File: config.mk
export PLATFORM = sky130hd
export DESIGN_NAME = mat_mult_stream
export DESIGN_NICKNAME = d
export VERILOG_FILES = /design/src/rtl/mat_mult_stream.sv
export SDC_FILE = /design/constraint.sdc
export NUM_CORES = 1
export LEC_CHECK = 0
export ABC_CLOCK_PERIOD_IN_PS = 7400
export CAP_MARGIN = 20
export CELL_PAD_IN_SITES_DETAIL_PLACEMENT = 0
export CELL_PAD_IN_SITES_GLOBAL_PLACEMENT = 2
export CORE_MARGIN = 2
export CORE_UTILIZATION = 45
export DETAILED_ROUTE_END_ITERATION = 12
export GPL_ROUTABILITY_DRIVEN = 0
export HOLD_SLACK_MARGIN = 0.1
export PLACE_DENSITY_LB_ADDON = 0.1
export SYNTH_ARGS = -nofsm -noshare
export SYNTH_HDL_FRONTEND = slang
export SYNTH_SLANG_ARGS = --single-unit
File: constraint.sdc
create_clock -name clk -period 7.4 [get_ports clk]
set_clock_uncertainty 0.2 [all_clocks]
set_input_delay 1.48 -clock clk [delete_from_list [all_inputs] [get_ports clk]]
set_output_delay 1.48 -clock clk [all_outputs]
set_load 0.005 [all_outputs]
File: src/rtl/mat_mult_stream.sv
// mat_mult_stream: streams in two N x N matrices, streams out their product row-major.
module mat_mult_stream #(
    parameter int elementsNum = 4,
    parameter int dataWidth   = 4,
    parameter int isSigned    = 0,
    localparam int W = 2*dataWidth + $clog2(elementsNum) + 1
) (
    input  logic                 clk,
    input  logic                 rst,
    input  logic [dataWidth-1:0] in,
    input  logic                 valid_in,
    output logic                 ready_in,
    output logic [W-1:0]         out,
    output logic                 valid_out,
    input  logic                 ready_out,
    output logic                 last
);
    localparam int CW = $clog2(elementsNum);
    localparam int LW = $clog2(2*elementsNum*elementsNum);
    localparam logic [1:0] LOAD = 2'd0;
    localparam logic [1:0] MAC  = 2'd1;
    localparam logic [1:0] SEND = 2'd2;
    localparam logic [CW-1:0] NMAX = CW'(elementsNum - 1);
    localparam logic [LW-1:0] LMAX = LW'(2*elementsNum*elementsNum - 1);
    logic [1:0]           state;
    logic [LW-1:0]        cnt, a_idx, b_idx;
    logic [CW-1:0]        i, j, k;
    logic [W-1:0]         acc, acc_nxt, ea, eb;
    logic [dataWidth-1:0] mem [2*elementsNum*elementsNum];
    logic [dataWidth-1:0] a_el, b_el;
    // A occupies the first N*N entries, B the rest, both row-major
    always_comb begin
        a_idx = LW'(i) * LW'(elementsNum) + LW'(k);
        b_idx = LW'(elementsNum*elementsNum) + LW'(k) * LW'(elementsNum) + LW'(j);
        a_el = mem[a_idx];
        b_el = mem[b_idx];
        ea = {{(W-dataWidth){a_el[dataWidth-1] & (isSigned != 0)}}, a_el};
        eb = {{(W-dataWidth){b_el[dataWidth-1] & (isSigned != 0)}}, b_el};
        acc_nxt = acc + ea * eb;
    end
    assign ready_in  = rst && state == LOAD;
    assign valid_out = state == SEND;
    assign last      = state == SEND && i == NMAX && j == NMAX;
    always_ff @(posedge clk) begin
        if (!rst) begin
            state <= LOAD;
            cnt   <= '0;
            i     <= '0;
            j     <= '0;
            k     <= '0;
            acc   <= '0;
            out   <= '0;
        end else begin
            case (state)
                LOAD: if (valid_in) begin
                    mem[cnt] <= in;
                    cnt      <= cnt == LMAX ? '0 : cnt + 1'b1;
                    if (cnt == LMAX) begin
                        state <= MAC;
                        i     <= '0;
                        j     <= '0;
                        k     <= '0;
                        acc   <= '0;
                    end
                end
                MAC: begin
                    acc <= acc_nxt;
                    k   <= k == NMAX ? '0 : k + 1'b1;
                    if (k == NMAX) begin
                        out   <= acc_nxt;
                        state <= SEND;
                    end
                end
                SEND: if (ready_out) begin
                    acc   <= '0;
                    k     <= '0;
                    j     <= j == NMAX ? '0 : j + 1'b1;
                    i     <= j == NMAX ? i + 1'b1 : i;
                    state <= last ? LOAD : MAC;
                    if (last) begin
                        cnt <= '0;
                        i   <= '0;
                        j   <= '0;
                    end
                end
                default: state <= LOAD;
            endcase
        end
    end
endmodule

==> results.md <==
- The die covers roughly 18000 um^2.
- Buffers added to address setup during post-CTS repair amount to 0.
- The number of placed instances, taps included, is 750.
- The smallest setup slack after layout is between 1.5 and 2 ns.
- The peak supply drop is roughly 0.00015 V.
- After detailed routing, the total wire length is between 15000 and 20000 um.
- The H-tree depth is 4.
- The total leakage power is about 0.003 uW.
- Entering global routing, the biggest net connects 45 pins.
- The number of rows created at floorplan is 47.
- The via count is around 4400.
- STA classifies the critical path endpoint as a register.
- The first global-routing pass estimated between 20000 and 30000 um of wire.
- CTS placed an instance of clkbuf_16 at the clock tree root.
- The mapped cell area is approximately 7500 um^2.
- After the last flow step, the layout net total stands at between 500 and 600.
- The post-detailed-placement cell area is just under 8000 um^2.
- Fill cells in the final layout number between 1000 and 1500.
- After synthesis, the netlist uses around 50 different library cells.
- Counting every net in the synthesized netlist gives about 570.
- Dividing the synthesized area by the synthesized cell count gives between 10 and 15 um^2.
- Once the clock tree was built, the resizer swapped 0 gates to a different size.
- Setup violations remaining at the end of the flow were counted as 0.
- The area growth from synthesis to layout is 14.83%.
- The die is about 130 um tall.
- The initial antenna violation count is 0.
- The time the final worst path needs with I/O delays and setup is approximately 5.5 ns.
- The launching element type of the critical path is a register.
- The iteration-0 DRC count of the detailed router is between 300 and 400.
- The path with the worst hold slack has its endpoint at out[0].
- The detailed placer's ending HPWL is about 11000 um.
- The critical path is of the register to register type.
- In this run the remaining antenna-violating nets after routing total 0.
- Of the cells placed in the final design, the portion with a size suffix greater than 1 is 13.27%.
- Setup repair after global routing left no endpoint under its margin.
- The number of diodes is 0.
- For this run, the share of the core covered by cells in the final layout is between 50% and 60%.
- The count of synthesis-stage warnings from yosys is 0.
- The number of storage elements in the synthesis netlist is 163.
- Prior to clock tree synthesis, the placed netlist has a worst setup slack of between 1.5 and 2 ns.
- Before antenna repair, the detailed router went through 5 iterations.
- From left edge to right edge, the die measures roughly 130 um.
- The via count of the first global-routing pass is 4413.
- The number of DRC violations after detailed routing is 0.
- Leaving out fill and tap cells, the most frequent cell in the layout is edfxtp_1.
- After clock tree synthesis, the clock-pin slew on the worst setup and hold paths is ~0.070 ns.
- TritonCTS built the clock tree.
- At the worst endpoint, the required time is 7.56 ns.
- The buffer levels on the longest clock path is 2.
- In the final layout, the multi-input gates occupy roughly 2700 um^2.
- In the final routed layout, each cell accounts on average for just over 20 um.
- Of the available clock period, the critical path in the final layout requires between 70 and 80%.
- During I/O placement, the number of pins put on the boundary was 22.
- The insertion delay to the later sink of the worst-skew pair is around 0.43 ns.
- Counting instances, the worst hold path has a depth of 2.
- The worst-case register-to-register setup slack is about 1.9 ns.
- In this run the most critical hold path is launched from out[0].
- The share of synthesized registers carrying an async set or reset is 0%.
- For this configuration, the core starts out at a cell density of ~46%.
- The terminus of the critical flop-to-flop path is acc[10].
- The critical register-to-register path startpoint is k[0].
- The count of clock tree sinks is 163.
- Setup total negative slack on the finished layout was measured at 0 ns.
- After the flow finishes, the layout carries non-filler instances totaling approximately 800.
- The core area is ~16000 um^2.
- Along the worst path, the maximum fanout reaches 14.
- In the global route stage, overall resource usage came out at between 10% and 20%.
- Measured against its own limit, the worst slew margin works out to approximately two fifths.
- The total global routing overflow is 0.
- The max capacitance violation total is 0.
- The count of buffers added on input and output ports is 21.
- In the synthesized netlist the dominant register cell turns out to be edfxtp_1.
- Counting flops with a built-in enable in the synthesized netlist gives 128.
- The highest clock rate is 181.8 MHz.
- The number of max-slew violations in the final report came to 0.
- The finished cells cover around 8600 um^2.
- The run finished with clean final reports.
- In the layout the commonest cells are edfxtp_1 (128), nor2_1 (58), dfxtp_1 (35).
- The via density per instance is approximately 5.5.
- TritonCTS created 17 clock buffers.
- For this design, the CTS-stage hold fixing added 0 buffers.
- The data arrival time of the critical path is 5.66 ns.
- Power spread over the standard cell area amounts to ~230 nW/um^2.
- The length in cells of the worst reg-to-reg path is 14.
- After synthesis, flip-flops and latches occupy 60.66% of the total area.
- The min-delay analysis places its worst path in the category register to register.
- The final count of hold timing violations is 0.
- The cell count after synthesis is between 500 and 600.
- The transition time at the pin with the least slew margin is roughly 0.90 ns.
- In the final layout, flip-flops and latches occupy ~4500 um^2.
[synth_stat cells (2+ instances only)]
master | n | area (um^2)
xnor2_1 | 3 | 26.28
buf_2 | 6 | 30.03
or3_1 | 2 | 12.51
nand2_1 | 33 | 123.9
mux2i_1 | 3 | 30.03
nand4b_1 | 2 | 17.52
or4b_1 | 2 | 20.02
a22oi_1 | 6 | 45.04
or2_1 | 4 | 25.02
o211ai_1 | 3 | 22.52
nor2b_1 | 16 | 100.1
and2_1 | 7 | 43.79
clkbuf_1 | 9 | 33.78
fa_1 | 9 | 180.2
nor3_1 | 3 | 15.01
mux4_2 | 25 | 563.0
edfxtp_1 | 128 | 3844
o21a_1 | 3 | 22.52
nand2b_1 | 5 | 31.28
o21ai_0 | 9 | 45.04
a211o_1 | 2 | 17.52
inv_1 | 24 | 90.09
mux4_1 | 7 | 183.9
a22o_1 | 8 | 70.07
and3_1 | 3 | 18.77
nor2_1 | 58 | 217.7
a21o_1 | 4 | 30.03
a21oi_1 | 13 | 65.06
a221oi_2 | 8 | 120.1
or2_2 | 2 | 12.51
a21boi_0 | 12 | 90.09
ha_1 | 26 | 325.3
nand4_1 | 3 | 18.77
nand3b_1 | 5 | 37.54
or3b_2 | 2 | 17.52
dfxtp_1 | 35 | 700.7
a32oi_1 | 3 | 26.28
a211oi_1 | 3 | 22.52
nand3_1 | 14 | 70.07
buf_6 | 3 | 33.78
[final cells by class]
type                            count  share of cell area (%)
Tap cell                          220                   3.200
Clock buffer                       18                   4.989
Inverter                           24                   1.047
Clock inverter                     14                   2.167
Multi-Input combinational cell    317                   31.87
Timing Repair Buffer               29                   3.898
Sequential cell                   163                   52.83
[critical path, cell delays in order, from the launching register on]
cell and delay [ns]:
dfxtp_1 0.69, buf_4 0.33, mux4_1 0.60, a221oi_2 0.41, or2_1 0.18, fa_1 0.44
fa_1 0.51, fa_1 0.52, inv_1 0.05, ha_1 0.35, o21ai_0 0.23, o21ai_0 0.18
nand3_1 0.19, or4b_1 0.45, o211ai_1 0.09
[cells by family after synthesis]
group           share of synthesized area [%]
simple gates                            10.66
flops                                   60.66
compound gates                          8.352
buf+inv                                 2.739
mux                                     10.37
fa+ha+maj                               6.748
xor+xnor                               0.4678
[worst max-delay path by stage]
stage	startpoint	end	slack, ns	cells after the start
after floorplan	k[0]	acc[10]	2.59	15
after global placement	j[0]	acc[10]	1.95	14
after detailed placement	k[0]	acc[10]	1.90	14
after CTS	k[0]	acc[10]	1.89	14
after global routing	k[0]	acc[10]	1.58	14
final	k[0]	acc[10]	1.90	14
[stage by stage]
step / hold slack [ns] / total power [uW]
2_1_floorplan: 0.2508 / 1043
3_3_place_gp: 0.2523 / 1070
3_5_place_dp: 0.2576 / 1073
5_1_grt: 0.2887 / 2030
4_1_cts: 0.2660 / 1986
6_report: 0.2640 / 1972
[power by group]
group	switching, uW	total [uW]	internal, uW
Clock	353	916	563
Combinational	40.1	65.2	25.0
Sequential	1.53	990	989
Total	395	1970	1580
[registers in the layout (all words and copies together), names as in the netlist]
register and count:
acc 11, cnt 5, i 2, j 2
k 2, mem 128, out 11, state 2
[per-layer routing]
metal  routed length [um]  track usage (%)
met5                    0                0
met4                  351            7.407
met3                  636            3.602
met1                 7079            25.95
met2                 7780            30.37
Power figures use the tool's default switching activity.
